## src/rtl/aes_block_sequencer.sv

```systemverilog
// aes_block_sequencer: queues 128-bit plaintext blocks from the UART receiver, feeds them one at a
// time to the AES core, captures the ciphertext and hands it to the UART transmitter.
//
// Parameters:
//   DEPTH        input queue depth in blocks (power of 2, >= 2)
//   AES_TIMEOUT  cycles allowed from aes_start until the block is abandoned (>= 2)
// Ports:
//   clk, rst                  clock, synchronous active-high reset
//   rx_valid, rx_data         block from receiver (one-cycle pulse)
//   aes_start, aes_data_in    start pulse and registered plaintext to AES core
//   aes_done, aes_result      completion pulse and ciphertext from AES core
//   tx_start, tx_data         start pulse and registered ciphertext to transmitter
//   tx_done                   transmitter completion pulse
//   clr_err                   clears overflow, err_timeout, drop_count
//   busy, fifo_count          status: FSM not idle, blocks queued
//   overflow, err_timeout     sticky error flags
//   drop_count, blocks_done   saturating drop counter, wrapping completion counter
module aes_block_sequencer #(
  parameter int unsigned DEPTH       = 2,
  parameter int unsigned AES_TIMEOUT = 64
) (
  input  logic                   clk,
  input  logic                   rst,
  input  logic                   rx_valid,
  input  logic [127:0]           rx_data,
  output logic                   aes_start,
  output logic [127:0]           aes_data_in,
  input  logic                   aes_done,
  input  logic [127:0]           aes_result,
  output logic                   tx_start,
  output logic [127:0]           tx_data,
  input  logic                   tx_done,
  input  logic                   clr_err,
  output logic                   busy,
  output logic [$clog2(DEPTH):0] fifo_count,
  output logic                   overflow,
  output logic                   err_timeout,
  output logic [7:0]             drop_count,
  output logic [15:0]            blocks_done
);

  localparam int unsigned PtrW = $clog2(DEPTH);
  localparam int unsigned CntW = PtrW + 1;
  localparam int unsigned TmrW = $clog2(AES_TIMEOUT);
  localparam logic [CntW-1:0] Full = CntW'(DEPTH);
  // The ISSUE cycle counts toward the budget, so AES_WAIT lasts AES_TIMEOUT-1 cycles.
  localparam logic [TmrW-1:0] TmrLast = TmrW'(AES_TIMEOUT - 2);

  typedef enum logic [2:0] {StIdle, StIssue, StAesWait, StTxIssue, StTxWait} state_e;

  state_e state_q, state_d;
  logic [TmrW-1:0] tmr_q, tmr_d;

  logic [127:0]    mem_q [DEPTH];
  logic [PtrW-1:0] wr_ptr_q, rd_ptr_q;
  logic [CntW-1:0] count_q;
  logic [127:0]    aes_data_q, tx_data_q;
  logic            overflow_q, err_timeout_q;
  logic [7:0]      drop_count_q;
  logic [15:0]     blocks_done_q;

  logic load_pt, pop, capture_ct, timeout, tx_fin;
  logic full, push, drop;

  assign full = (count_q == Full);
  assign push = rx_valid && (!full || pop);
  assign drop = rx_valid && full && !pop;

  // Next-state and Moore strobes.
  always_comb begin
    state_d    = state_q;
    tmr_d      = tmr_q;
    load_pt    = 1'b0;
    pop        = 1'b0;
    capture_ct = 1'b0;
    timeout    = 1'b0;
    tx_fin     = 1'b0;
    aes_start  = 1'b0;
    tx_start   = 1'b0;
    case (state_q)
      StIdle: begin
        // Head is latched here so aes_data_in is already valid while aes_start is high.
        if (count_q != '0) begin
          load_pt = 1'b1;
          state_d = StIssue;
        end
      end
      StIssue: begin
        aes_start = 1'b1;
        pop       = 1'b1;
        tmr_d     = '0;
        state_d   = StAesWait;
      end
      StAesWait: begin
        if (aes_done) begin
          capture_ct = 1'b1;
          state_d    = StTxIssue;
        end else if (tmr_q == TmrLast) begin
          timeout = 1'b1;
          state_d = StIdle;
        end else begin
          tmr_d = tmr_q + TmrW'(1);
        end
      end
      StTxIssue: begin
        tx_start = 1'b1;
        state_d  = StTxWait;
      end
      StTxWait: begin
        if (tx_done) begin
          tx_fin  = 1'b1;
          state_d = StIdle;
        end
      end
      default: state_d = StIdle;
    endcase
  end

  always_ff @(posedge clk) begin
    if (rst) begin
      state_q <= StIdle;
      tmr_q   <= '0;
    end else begin
      state_q <= state_d;
      tmr_q   <= tmr_d;
    end
  end

  // Storage needs no reset: it is only read when count_q says the slot holds a block.
  always_ff @(posedge clk) begin
    if (push) begin
      mem_q[wr_ptr_q] <= rx_data;
    end
  end

  always_ff @(posedge clk) begin
    if (rst) begin
      wr_ptr_q      <= '0;
      rd_ptr_q      <= '0;
      count_q       <= '0;
      aes_data_q    <= '0;
      tx_data_q     <= '0;
      overflow_q    <= 1'b0;
      err_timeout_q <= 1'b0;
      drop_count_q  <= '0;
      blocks_done_q <= '0;
    end else begin
      if (push) begin
        wr_ptr_q <= wr_ptr_q + PtrW'(1);
      end
      if (pop) begin
        rd_ptr_q <= rd_ptr_q + PtrW'(1);
      end
      if (push && !pop) begin
        count_q <= count_q + CntW'(1);
      end else if (pop && !push) begin
        count_q <= count_q - CntW'(1);
      end
      if (load_pt) begin
        aes_data_q <= mem_q[rd_ptr_q];
      end
      if (capture_ct) begin
        tx_data_q <= aes_result;
      end
      if (tx_fin) begin
        blocks_done_q <= blocks_done_q + 16'd1;
      end
      // Clear takes priority over a same-cycle drop or timeout.
      if (clr_err) begin
        overflow_q    <= 1'b0;
        err_timeout_q <= 1'b0;
        drop_count_q  <= '0;
      end else begin
        if (timeout) begin
          err_timeout_q <= 1'b1;
        end
        if (drop) begin
          overflow_q <= 1'b1;
          if (drop_count_q != 8'hFF) begin
            drop_count_q <= drop_count_q + 8'd1;
          end
        end
      end
    end
  end

  assign busy        = (state_q != StIdle);
  assign fifo_count  = count_q;
  assign aes_data_in = aes_data_q;
  assign tx_data     = tx_data_q;
  assign overflow    = overflow_q;
  assign err_timeout = err_timeout_q;
  assign drop_count  = drop_count_q;
  assign blocks_done = blocks_done_q;

endmodule

```

## config.mk

```make
export PLATFORM = sky130hd
export DESIGN_NAME = aes_block_sequencer
export DESIGN_NICKNAME = d
export VERILOG_FILES = /design/src/rtl/aes_block_sequencer.sv
export SDC_FILE = /design/constraint.sdc
export NUM_CORES = 1
export LEC_CHECK = 0
export CAP_MARGIN = 20
export CORE_AREA = 2 2 214 216
export CTS_CLUSTER_DIAMETER = 100
export DETAILED_ROUTE_END_ITERATION = 7
export DIE_AREA = 0 0 216 218
export HOLD_SLACK_MARGIN = 0.08
export PLACE_DENSITY = 0.72
export SLEW_MARGIN = 10
export SYNTH_ARGS = -nofsm -noshare
export SYNTH_HDL_FRONTEND = slang
export SYNTH_SLANG_ARGS = --single-unit
export TNS_END_PERCENT = 20
```

## constraint.sdc

```tcl
create_clock -name clk -period 10.5 [get_ports clk]
set_input_delay 2.1 -clock clk [delete_from_list [all_inputs] [get_ports clk]]
set_output_delay 2.1 -clock clk [all_outputs]
set_load 0.01 [all_outputs]
```

# Word-level counts from Yosys, hierarchy flattened
# Memories as Yosys holds them, arrays and structs flattened. A register that Yosys moved wholly into a read port is not among the register bits.
# Index checks and enable logic that the tools add are counted.
# totals
in_bits,262
regBits,167
n_memories,1
ram_bits,256
output_inout_bits,287
# classes
n_reduce_logical,18
add_sub_neg,7
n_mux,23
n_eq_ne,12
# memory_table
memory,depth,word_bits,rd,rd_clocked_by_memory_dff,wr,line,rtl
mem_q,2,128,1,1,1,54,logic [127:0] mem_q [DEPTH];
# op_table
operator,count
$add A16 B1 Y16 const B,1
$pmux W3 S5,1
$mux W1,13
$mux W3,4
$mux W6,2
$pmux W6 S2,1
$add A8 B1 Y8 const B,1
$ne A2 B2 Y1 const B,4
$ne A8 B8 Y1 const B,1
$add A6 B1 Y6 const B,1
$eq A3 B2 Y1 const B,2
$eq A6 B6 Y1 const B,1
$reduce_and A3 Y1,2
$reduce_bool A2 Y1,3
$logic_and A1 B1 Y1,5
$mux W2,2
$eq A3 B1 Y1 const B,1
$eq A3 B3 Y1 const B,1
$logic_not A1 Y1,3
$logic_not A3 Y1,1
$ne A3 B3 Y1 const B,1
$reduce_bool A3 Y1,1
$add A1 B1 Y1 const B,2
$add A2 B1 Y2 const B,1
other kinds (5),5

# Logic depth before layout (Yosys ltp)
# logic_depth
ltp_word,8
depth_mapped,8

# Worst setup path before layout
# Ideal clock, no wire load.
# synth_path
path_kind,input port to flip-flop
start,input port rx_valid
end,memory mem_q[0][0] (enable)
setup_slack_ps,2251
arrival_time_ps,7632
stages,2
n_path_buf,0
setup_ps,617
t_required_ps,9883
path_cell_list,o21ai_0 -> nor2_1
# synth_between
elab_chain_cells,3
# synth_rtl
item,line,rtl
start: declaration,24,"input logic rx_valid,"
$logic_and A1 B1 Y1,66,assign push = rx_valid && (!full || pop);
$mux W1,131,if (push) begin
$mux W1 (implied by the code),132,mem_q[wr_ptr_q] <= rx_data;
end: declaration,54,
# Every way passes these cells.

# Worst setup path after layout
# layout_path
start,input port rx_valid
end,memory mem_q[1][61] (enable)
# The elaborated chain is that of the path after synthesis.

==> reports/summary.log <==
qor: synth.synthesis.nets 1866
qor: final_layout.count_of_nets_after_finishing 2377
qor: die.die_area 0.0471 mm2
qor: die.io_pins 549
qor: final_layout.drive_above_1_share 0.101
qor: global_route.grt_start_max_net_pins 186
qor: sta.timing_worst_slew_pin_value 1070 ps
qor: global_route.grt_pass1_vias 14000
qor: clock_network.clock_sink_count 551
qor: synth.synthesis.yosys.warnings 0
qor: global_route.grt_pass1_wl 83.0 mm
qor: setup_path.cp_num_buf_inv 2
qor: die.initial_core_util 0.447
qor: setup_path.worst_path_largest_cell_delay 880 ps
qor: sta.post-route-min-period 4570 ps
qor: sta.clock.fmax 219 MHz
qor: setup_path.startpoint_type primary input
qor: synth.synth-edff-count 256
qor: synth.synthDominantAreaCellType edfxtp_1
qor: min_path.timing.hold.worst.class reg2reg
qor: die.die_height 218 um
qor: setup_path.cp_max_fo 69
qor: sta.worst_slack 5930 ps
qor: route.drt_iter0_markers 680
qor: placement.dpl_worst_slack 5340 ps
qor: synth.synth_top_area_share 0.383
qor: status.status complete, no violations
qor: sta.max-slew-margin-rel 0.282
qor: synth.synth-seq-cells 551
qor: synth.synth_flop_cell dfxtp_1
qor: synth.synth.lib_cells_used.distinct 50
qor: setup_path.timing.critical_path.slowest_stage_cell buf_4
qor: clock_network.clockRootBuffer clkbuf_16
qor: global_route.antenna_found_initial 17
qor: placement.gp_congestion 0.878
qor: sta.finalHoldViolCount 0
qor: clock_network.cts_resized 0
qor: die.placementRows 78
qor: clock_network.worstSkewPairLatency 610 ps
qor: synth.synthMostInstantiatedCell dfxtp_1
qor: clock_network.postCtsSetupBuffers 0
qor: synth.cell_area_after_synthesis 0.0201 mm2
qor: placement.place_inst 2652
qor: setup_path.timing_worst_setup_path_type in2reg
qor: final_layout.fin_cells 2767
qor: final_layout.syn2layout_area_growth 39.0%
qor: clock_network.clkSlewWorstSetupHoldPaths 60 ps
qor: route.ant_nets 0
qor: sta.layout_worst_path_cycle_share 0.436
qor: power_and_ir_drop.peakVddDrop 0.242 mV
qor: sta.setup_repair_after_global_routing_missed_its_margin false
qor: setup_path.ordered_list_of_cells_on_the_worst_path clkdlybuf4s50_1 > o21ai_0 > nor2_4 > buf_4
qor: clock_network.clk_path_buf_depth 3
qor: setup_path.reg2reg_from state_q[1]$_SDFFE_PP0P_
qor: route.remaining_drc_errors 0
qor: synth.async_flop_share 0
qor: synth.synthesis.instances 1599
qor: min_path.worstHoldStart tx_data[104]$_SDFFE_PP0P_
qor: route.detail_route.wirelength 56.3 mm
qor: run.timing.max_cap.violations 0
qor: setup_path.worst-endpoint-arrival 4800 ps
qor: setup_path.cp-end-kind register
qor: setup_path.critical-path-top-delay-family buffers and inverters
qor: placement.port-buffer-count 548
qor: route.via_per_inst 5.10
qor: synth.ys_top_cells_by_count dfxtp_1, nand2_1, edfxtp_1
qor: sta.tns 0 ps
qor: synth.synth_seq_area_share 0.678
qor: global_route.global_route.usage.total 0.231
qor: route.drt_pre_antenna_iters 5
qor: route.detail_route.wl_per_cell 20.3 um
qor: clock_network.cts_tree yes
qor: die.placeableCoreArea 0.0449 mm2
qor: synth.synth_area_leaders edfxtp_1, dfxtp_1, mux2i_1
qor: power_and_ir_drop.leakagePower 9.25 nW
qor: die.chipWidth 216 um
qor: synth.syn_avg_cell_area 12.5 um2
qor: sta.final_setup_skew 22.3 ps
qor: clock_network.cts-htree-levels 2
qor: setup_path.worst-endpoint-required 10720 ps
qor: clock_network.cts_inserted_buffers 55
qor: placement.detailed_place_hpwl 38.3 mm
qor: sta.setup-violations-final 0
qor: power_and_ir_drop.power.density 269 mW/mm2
qor: global_route.grt_overflow_total 0
qor: route.via_count 14100
qor: setup_path.critPathLaunch rx_valid
qor: clock_network.cts_stage_hold_buffer_count 0
qor: sta.slew_viol_final 0
==> worst register-to-register path, cell delays in order (launching register included) <==
cell and delay, ps:
dfxtp_1 470, nor3b_2 400, o21ai_0 460, nor2_4 820
buf_4 900
==> metrics by stage <==
stage	hold slack [ps]	instance area (um2)	utilization	total power, mW
2_1_floorplan	479	20100	-	4.46
3_3_place_gp	442	25900	0.577	5.40
3_5_place_dp	446	25900	0.577	5.48
4_1_cts	454	27800	0.620	7.57
5_1_grt	473	27900	0.621	7.87
6_report	454	27900	0.621	7.50
==> kinds of logic after synthesis <==
group	count (synthesis)	share of synthesized area
flip-flops	551	0.678
adder cells (fa/ha/maj)	5	0.00312
XOR/XNOR	15	0.00655
AND/OR/NAND/NOR	486	0.100
buffers and inverters	114	0.0289
AO/OA/AOI/OAI	295	0.117
multiplexers	133	0.0666
==> report_power, final <==
part | internal (mW) | switching [mW] | total (mW) | leakage, nW
clock | 1.25 | 0.832 | 2.08 | 0.955
sequential | 2.76 | 0.272 | 3.04 | 4.80
combinational | 1.11 | 1.28 | 2.38 | 3.50
total | 5.12 | 2.38 | 7.50 | 9.25
==> routing by layer <==
metal	GRT usage	up-vias	routed length [um]
met2	0.377	486	26800
met1	0.275	6751	22500
li1	-	6742	-
met5	0	-	72
met3	0.0880	110	5130
met4	0.0925	12	1820
==> path summary, 6_finish.rpt <==
kind                                     to  slack (ps)  cells after the start
setup reg to reg     mem_q[1][61]$_DFFE_PP_        7030                      4
setup / recovery     mem_q[1][61]$_DFFE_PP_        5930                      4
hold reg to reg   tx_data[104]$_SDFFE_PP0P_         450                      2
hold / removal    tx_data[104]$_SDFFE_PP0P_         450                      2
==> sequential cells by signal, summed over array words and instances (netlist names) <==
register / cells
aes_data_in: 128
mem_q: 256
overflow: 1
rd_ptr_q: 1
err_timeout: 1
tx_data: 128
drop_count: 8
tmr_q: 6
blocks_done: 16
state_q: 3
fifo_count: 2
wr_ptr_q: 1
==> area by class of cell <==
cell class / instances / area [um2]
Fill cell: 3502 / 17000
Sequential cell: 551 / 13600
Multi-Input combinational cell: 934 / 5910
Timing Repair Buffer: 561 / 5630
Clock buffer: 74 / 1570
Tap cell: 600 / 751
Clock inverter: 30 / 369
Inverter: 7 / 26.3
Antenna cell: 10 / 25.0
==> cell usage in the layout (no fill, tap or decap), drive strengths merged, types with 10 or more instances in the layout <==
cell / count
a211oi: 128
a21oi: 141
buf: 14
clkbuf: 74
clkdlybuf4s50: 547
clkinv: 19
dfxtp: 295
diode: 10
edfxtp: 256
mux2i: 130
nand2: 266
nand3: 15
nor2: 160
o21ai: 12
Power figures use the tool's default switching activity.
